[config.mk]
export PLATFORM = sky130hd
export DESIGN_NAME = fetch_unit
export DESIGN_NICKNAME = d
export VERILOG_FILES = /design/src/rtl/mips_pkg.sv /design/src/rtl/pc_next_logic.sv /design/src/rtl/fetch_unit.sv
export SDC_FILE = /design/constraint.sdc
export NUM_CORES = 1
export LEC_CHECK = 0
export CORE_ASPECT_RATIO = 1.1
export CORE_UTILIZATION = 51
export DETAILED_ROUTE_END_ITERATION = 16
export PLACE_DENSITY = 0.95
export SLEW_MARGIN = 20
export SYNTH_ARGS = -nofsm -noshare
export SYNTH_HDL_FRONTEND = slang
export SYNTH_SLANG_ARGS = --single-unit
[constraint.sdc]
create_clock -name clk -period 11.5 [get_ports clk]
set_clock_uncertainty 0.05 [all_clocks]
set_input_delay 2.3 -clock clk [delete_from_list [all_inputs] [get_ports clk]]
set_output_delay 2.3 -clock clk [all_outputs]
set_load 0.02 [all_outputs]
[src/rtl/mips_pkg.sv]
// Shared MIPS-style definitions: opcodes, fetch FSM encoding and instruction width.
// Pure declarations; no logic, latency or flow control.
package mips_pkg;

    localparam int INSTR_W = 32;

    localparam logic [5:0] OP_RTYPE = 6'b000000;
    localparam logic [5:0] OP_BEQ   = 6'b100011;
    localparam logic [5:0] OP_BNE   = 6'b100111;
    localparam logic [5:0] OP_J     = 6'b111000;
    localparam logic [5:0] OP_JAL   = 6'b111001;

    typedef enum logic {
        FETCH  = 1'b0,
        DECODE = 1'b1
    } fetch_state_t;

endpackage

[src/rtl/pc_next_logic.sv]
// Next-PC select: jump target over taken branch over sequential pc+4.
// Purely combinational, zero latency, no flow control.
module pc_next_logic
    import mips_pkg::*;
#(
    parameter int ADDR_W = 32
) (
    input  logic [ADDR_W-1:0]  pc,
    input  logic [INSTR_W-1:0] instr,
    input  logic               jump,
    input  logic               branch_taken,
    output logic [ADDR_W-1:0]  next_pc
);

    logic [ADDR_W-1:0] w_pc_plus4;
    logic [ADDR_W-1:0] w_jump_tgt;
    logic [ADDR_W-1:0] w_branch_tgt;
    logic              w_unused_op;

    assign w_pc_plus4   = pc + ADDR_W'(4);
    // Jump stays inside the 256 MB region of the delay-slot address.
    assign w_jump_tgt   = {w_pc_plus4[ADDR_W-1:28], instr[25:0], 2'b00};
    assign w_branch_tgt = w_pc_plus4 + {{(ADDR_W-18){instr[15]}}, instr[15:0], 2'b00};
    assign w_unused_op  = ^instr[31:26];

    always_comb begin
        next_pc = w_pc_plus4;
        if (jump)
            next_pc = w_jump_tgt;
        else if (branch_taken)
            next_pc = w_branch_tgt;
    end

endmodule

[src/rtl/fetch_unit.sv]
// Instruction fetch: holds pc, fetches over imem req/ready, holds instr for decode until !stall.
// New pc on imem_addr one cycle after consume; memory wait states and decode stalls both hold state.
module fetch_unit
    import mips_pkg::*;
#(
    parameter int                ADDR_W   = 32,
    parameter logic [ADDR_W-1:0] RESET_PC = '0
) (
    input  logic               clk,
    input  logic               reset,
    output logic [ADDR_W-1:0]  imem_addr,
    output logic               imem_req,
    input  logic [INSTR_W-1:0] imem_rdata,
    input  logic               imem_ready,
    input  logic               stall,
    input  logic               jump,
    input  logic               branch_taken,
    output logic [INSTR_W-1:0] instr,
    output logic [5:0]         opcode,
    output logic               instr_valid,
    output logic [ADDR_W-1:0]  pc,
    output logic [ADDR_W-1:0]  pc_plus4
);

    fetch_state_t       r_state;
    logic [ADDR_W-1:0]  r_pc;
    logic [INSTR_W-1:0] r_instr;
    logic               r_instr_valid;
    logic [ADDR_W-1:0]  w_next_pc;

    pc_next_logic #(
        .ADDR_W (ADDR_W)
    ) u_pc_next (
        .pc           (r_pc),
        .instr        (r_instr),
        .jump         (jump),
        .branch_taken (branch_taken),
        .next_pc      (w_next_pc)
    );

    // Reset has priority, so a late imem_ready in the reset cycle is dropped.
    always_ff @(posedge clk) begin
        if (reset) begin
            r_state       <= FETCH;
            r_pc          <= RESET_PC;
            r_instr       <= '0;
            r_instr_valid <= 1'b0;
        end else begin
            case (r_state)
                FETCH: begin
                    if (imem_ready) begin
                        r_instr       <= imem_rdata;
                        r_instr_valid <= 1'b1;
                        r_state       <= DECODE;
                    end
                end
                DECODE: begin
                    if (!stall) begin
                        r_pc          <= w_next_pc;
                        r_instr_valid <= 1'b0;
                        r_state       <= FETCH;
                    end
                end
                default: r_state <= FETCH;
            endcase
        end
    end

    assign imem_req    = (r_state == FETCH) && !reset;
    assign imem_addr   = r_pc;
    assign pc          = r_pc;
    assign pc_plus4    = r_pc + ADDR_W'(4);
    assign instr       = r_instr;
    assign opcode      = r_instr[31:26];
    assign instr_valid = r_instr_valid;

endmodule

# After elaboration in Yosys (flattened, before gate mapping)

Index checks and enable logic that the tools add are counted.

Register bits after elaboration: 66
Logic and storage cells: 23
Input bits: 38

Equality and inequality tests: 2
Reductions and logical operators: 5
Add/subtract/negate cells: 2
Bitwise logic cells: 2
Multiplexer cells: 8

Operators by type and width:

| operator                                       | count |
|---|---|
| two-way mux 32 bit                             | 2 |
| adder 32 x 3 -> 32 bit (second input constant) | 1 |
| adder 32 bit                                   | 1 |
| AND reduction 2 bit                            | 3 |
| two-way mux 1 bit                              | 4 |
| inequality test 2 bit (second input constant)  | 2 |
| one-hot mux 1 bit (2 select lines)             | 2 |
| inverter 1 bit                                 | 2 |
| logical AND 1 bit                              | 1 |
| zero test 1 bit                                | 1 |

# Longest topological paths before layout

Depth after elaboration: 4
Depth in mapped cells: 19
Depth with buffers taken out: 18

# By module

A second synthesis with hierarchy kept.

Cells, all modules: 809
Area, all modules: 5910.7 µm²

By module, submodules not included:

| module        | area an instance (µm²) | sequential area each (µm²) | cells each | instances |
|---|---|---|---|---|
| fetch_unit    | 3114.2                 | 1321.3                     | 409        | 1 |
| pc_next_logic | 2796.4                 | 0.0                        | 400        | 1 |

# Worst setup path before layout

No wires, ideal clock.

Path kind: input-to-output
From: in reset
To: out imem_req
Arrival: 2.993 ns
Setup slack: 6.157 ns
Stages on the path: 3
Data required time: 9.150 ns
Cell sequence: clkbuf_1 buf_1 nor2_1

Word-level cells in the longest chain between the ends: 2

Ends and longest elaborated chain:

| what              | RTL line         | text |
|---|---|---|
| start, declared   | fetch_unit.sv:10 | `input logic reset,` |
| zero test 1 bit   | fetch_unit.sv:69 | `assign imem_req = (r_state == FETCH) && !reset;` |
| logical AND 1 bit | fetch_unit.sv:69 |  |
| end, declared     | fetch_unit.sv:12 | `output logic imem_req,` |

No other way between the ends.

# Final worst setup path

Ends and elaborated chain as after synthesis.

==> metrics.yaml <==
min_path:
  hp-class: "register to register"
  min_from: "instr[28]$_SDFFE_PP0P_"
drt:
  vias: 5555
  route.detailed.drc: 0
  drt.antenna.violating_nets: 0
  drtIter0Drc: 362
  drt_wl_total_um: 16040
  drt_pass1_iterations: 5
  vias_per_cell: 5.928
  drt-wirelength-per-cell_um: 17.11
place:
  gp_congestion: 0.9305
  placed_area_mm2: 0.006728
  preCtsSetupSlack_ps: 5572
  port_buffers: 167
  dp_hpwl_um: 11860
yosys:
  syn_inst: 699
  synth_edf_count: 0
  synth_fa_ha_area_share_pct: 8.893
  muxShareOfSynthArea_pct: 1.348
  synth-xor-area-share_pct: 8.586
  synth_area_mm2: 0.005290
  ys_seq_area_share_pct: 24.22
  yosys.area_share.simple_pct: 24.15
  synth_top_family_by_area: "simple AND/OR/NAND/NOR gates"
  postSynth.asyncResetShare_pct: 0
  syn_area_per_cell_um2: 7.568
  synth_compound_area_share_pct: 23.18
  synth.yosys.warnings: 0
  synth_seq_cells: 64
  synth.distinct_cells: 70
  synthFlopType: "dfxtp_1"
clocking:
  clk_path_buf_depth: 2
  cts_setup_buffers: 0
  tritoncts: "yes"
  path_clk_slew_ps: 70
  insertion_delay_ps: 340
  cts_hold_buf: 0
  htreeDepth: 3
  cts.sinks: 64
  cts-root-buf: "clkbuf_8"
  postCtsResizedCells: 0
  cts_buffers: 9
final_layout:
  design_area_mm2: 0.006948
  multi_input_area_mm2: 0.003525
  n_fill_cell: 784
  ff_latch_area_mm2: 0.001281
  most-common-layout-cells: "clkdlybuf4s50_1, nand2_1, a21oi_1, dfxtp_1, nor2_1"
  area_growth_pct: 31.34
  final_common_cell: "clkdlybuf4s50_1"
  nets: 887
  drive_gt1_share_pct: 5.998
  n_antenna_cell: 0
power_and_ir_drop:
  power.density_mw_per_mm2: 94.29
  power_leakage_nw: 2.805
  peakVddDrop_v: 0.00007011
worst_setup_path:
  path_class: "input pin to output pin"
  cp.arrival_ps: 3590
  path_cells: "buf_2 > buf_4 > nor2_1 > clkdlybuf4s50_1"
  startpoint: "reset"
  critical_path_peak_fanout: 64
  slowest_stage: "clkdlybuf4s50_1"
  worstReg2RegStart: "imem_addr[2]$_SDFFE_PP0P_"
  cp-start-kind: "input pin"
  required_ps: 9150
  critPathMaxStageDelay_ps: 560
  endpoint_kind: "output pin"
sta:
  worst_slew_pin_slew_ps: 733.5
  period_minus_slack_ps: 5941
  setup_ws_ps: 5559
  setup_viol: 0
  maxSlewViolCount: 0
  rsz0062_at_grt: "false"
  tns_ps: 0
  hold_viol_final: 0
  relSlewSlack_pct: 51.04
  finalCritPeriodShare_pct: 51.66
  max_freq_ghz: 0.1683
grt:
  grt_use_total_pct: 29.74
  grtUsageMet1_pct: 33.83
  grtUsageMet2_pct: 52.35
  grt_first_pass_wirelength_um: 25300
  grt_max_degree: 65
  grtUsageMet3_pct: 7.821
  antenna_found_initial: 0
  grt_pass1_vias: 5182
  grt-ovfl-total: 0
  top_usage_layer: "met2"
die:
  rows: 38
  io_pins: 174
  die_h_um: 108.8
  die_w_um: 99.11
  die_area_mm2: 0.01078
  start_util_pct: 52.98
  coreArea_mm2: 0.009985
outcome:
  outcome: "complete, no violations"
run:
  maxCapViolCount: 0
[power by group]
group,leakage (nW),internal [mW],switching [mW]
clock,0.112,0.127,0.0898
sequential,0.523,0.234,0.0165
combinational,2.17,0.0845,0.104
total,2.81,0.445,0.210
[sequential cells by signal (all words and copies together) (netlist names)]
name         count
instr_valid      1
instr           32
imem_addr       30
r_state          1
[cells in the mapped netlist, types with 4 or more instances]
library cell | number | share of area (%)
nand2_1 | 122 | 8.7
a21oi_1 | 78 | 7.4
dfxtp_1 | 64 | 24
nor2_1 | 49 | 3.5
buf_4 | 42 | 6.0
ha_1 | 36 | 8.5
xnor2_1 | 30 | 5.0
clkbuf_1 | 27 | 1.9
o21ai_0 | 21 | 2.0
xor2_1 | 20 | 3.3
nand3_1 | 18 | 1.7
a21o_1 | 16 | 2.3
a211oi_1 | 13 | 1.8
nand2b_1 | 13 | 1.5
inv_1 | 12 | 0.85
nand4_1 | 12 | 1.4
nor3_1 | 12 | 1.1
o211ai_1 | 8 | 1.1
buf_1 | 6 | 0.43
mux2i_1 | 6 | 1.1
and4_1 | 5 | 0.83
nor2b_1 | 5 | 0.59
o21bai_1 | 5 | 0.71
a32o_1 | 4 | 0.76
and3_1 | 4 | 0.47
o31ai_1 | 4 | 0.57
or3_1 | 4 | 0.47
[per-layer routing]
| layer | vias up | share of wire [%] |
|---|---|---|
| met5 | - | 0 |
| met2 | 274 | 49 |
| met4 | 0 | 4.0 |
| met1 | 2579 | 39 |
| met3 | 51 | 7.9 |
| li1 | 2651 | - |
[path summary, 6_finish.rpt]
check                                     to  slack, ps  cells past startpoint
setup reg to reg  imem_addr[31]$_SDFFE_PP0P_       6990                     16
hold / removal        instr[28]$_SDFFE_PP0P_        420                      2
hold reg to reg       instr[28]$_SDFFE_PP0P_        420                      2
setup / recovery                    imem_req       5560                      4
[cell type report]
type	instances	area share, %
Clock buffer	10	1.981
Clock inverter	6	1.189
Inverter	12	0.6483
Multi-Input combinational cell	550	50.73
Sequential cell	64	18.44
Tap cell	120	2.161
Timing Repair Buffer	175	24.85
[logic make-up (layout without fill, tap and decap cells)]
logic type / Yosys count / count (layout)
AND/OR/NAND/NOR: 265 / 265
AO/OA/AOI/OAI: 184 / 184
buffers and inverters: 90 / 203
flip-flops: 64 / 64
XOR/XNOR: 51 / 51
adder cells (fa/ha/maj): 37 / 37
multiplexers: 7 / 7
other: 1 / 6
[metrics by stage]
stage / instances / total power, mW / hold WS (ps) / util (%)
after floorplan: 704 / 0.3705 / 428.5 / -
after global placement: 921 / 0.4381 / 402.8 / 67.38
after detailed placement: 921 / 0.4413 / 407.1 / 67.38
after CTS: 937 / 0.6575 / 417.0 / 69.59
after global routing: 937 / 0.6863 / 444.3 / 69.59
final: 937 / 0.6551 / 422.5 / 69.59
[critical path: cells and delay by family]
kind / cells / cell delay [ps]
buffers and inverters: 3 / 1180
and+or+nand+nor: 1 / 80
(Power assumes the default switching activity.)
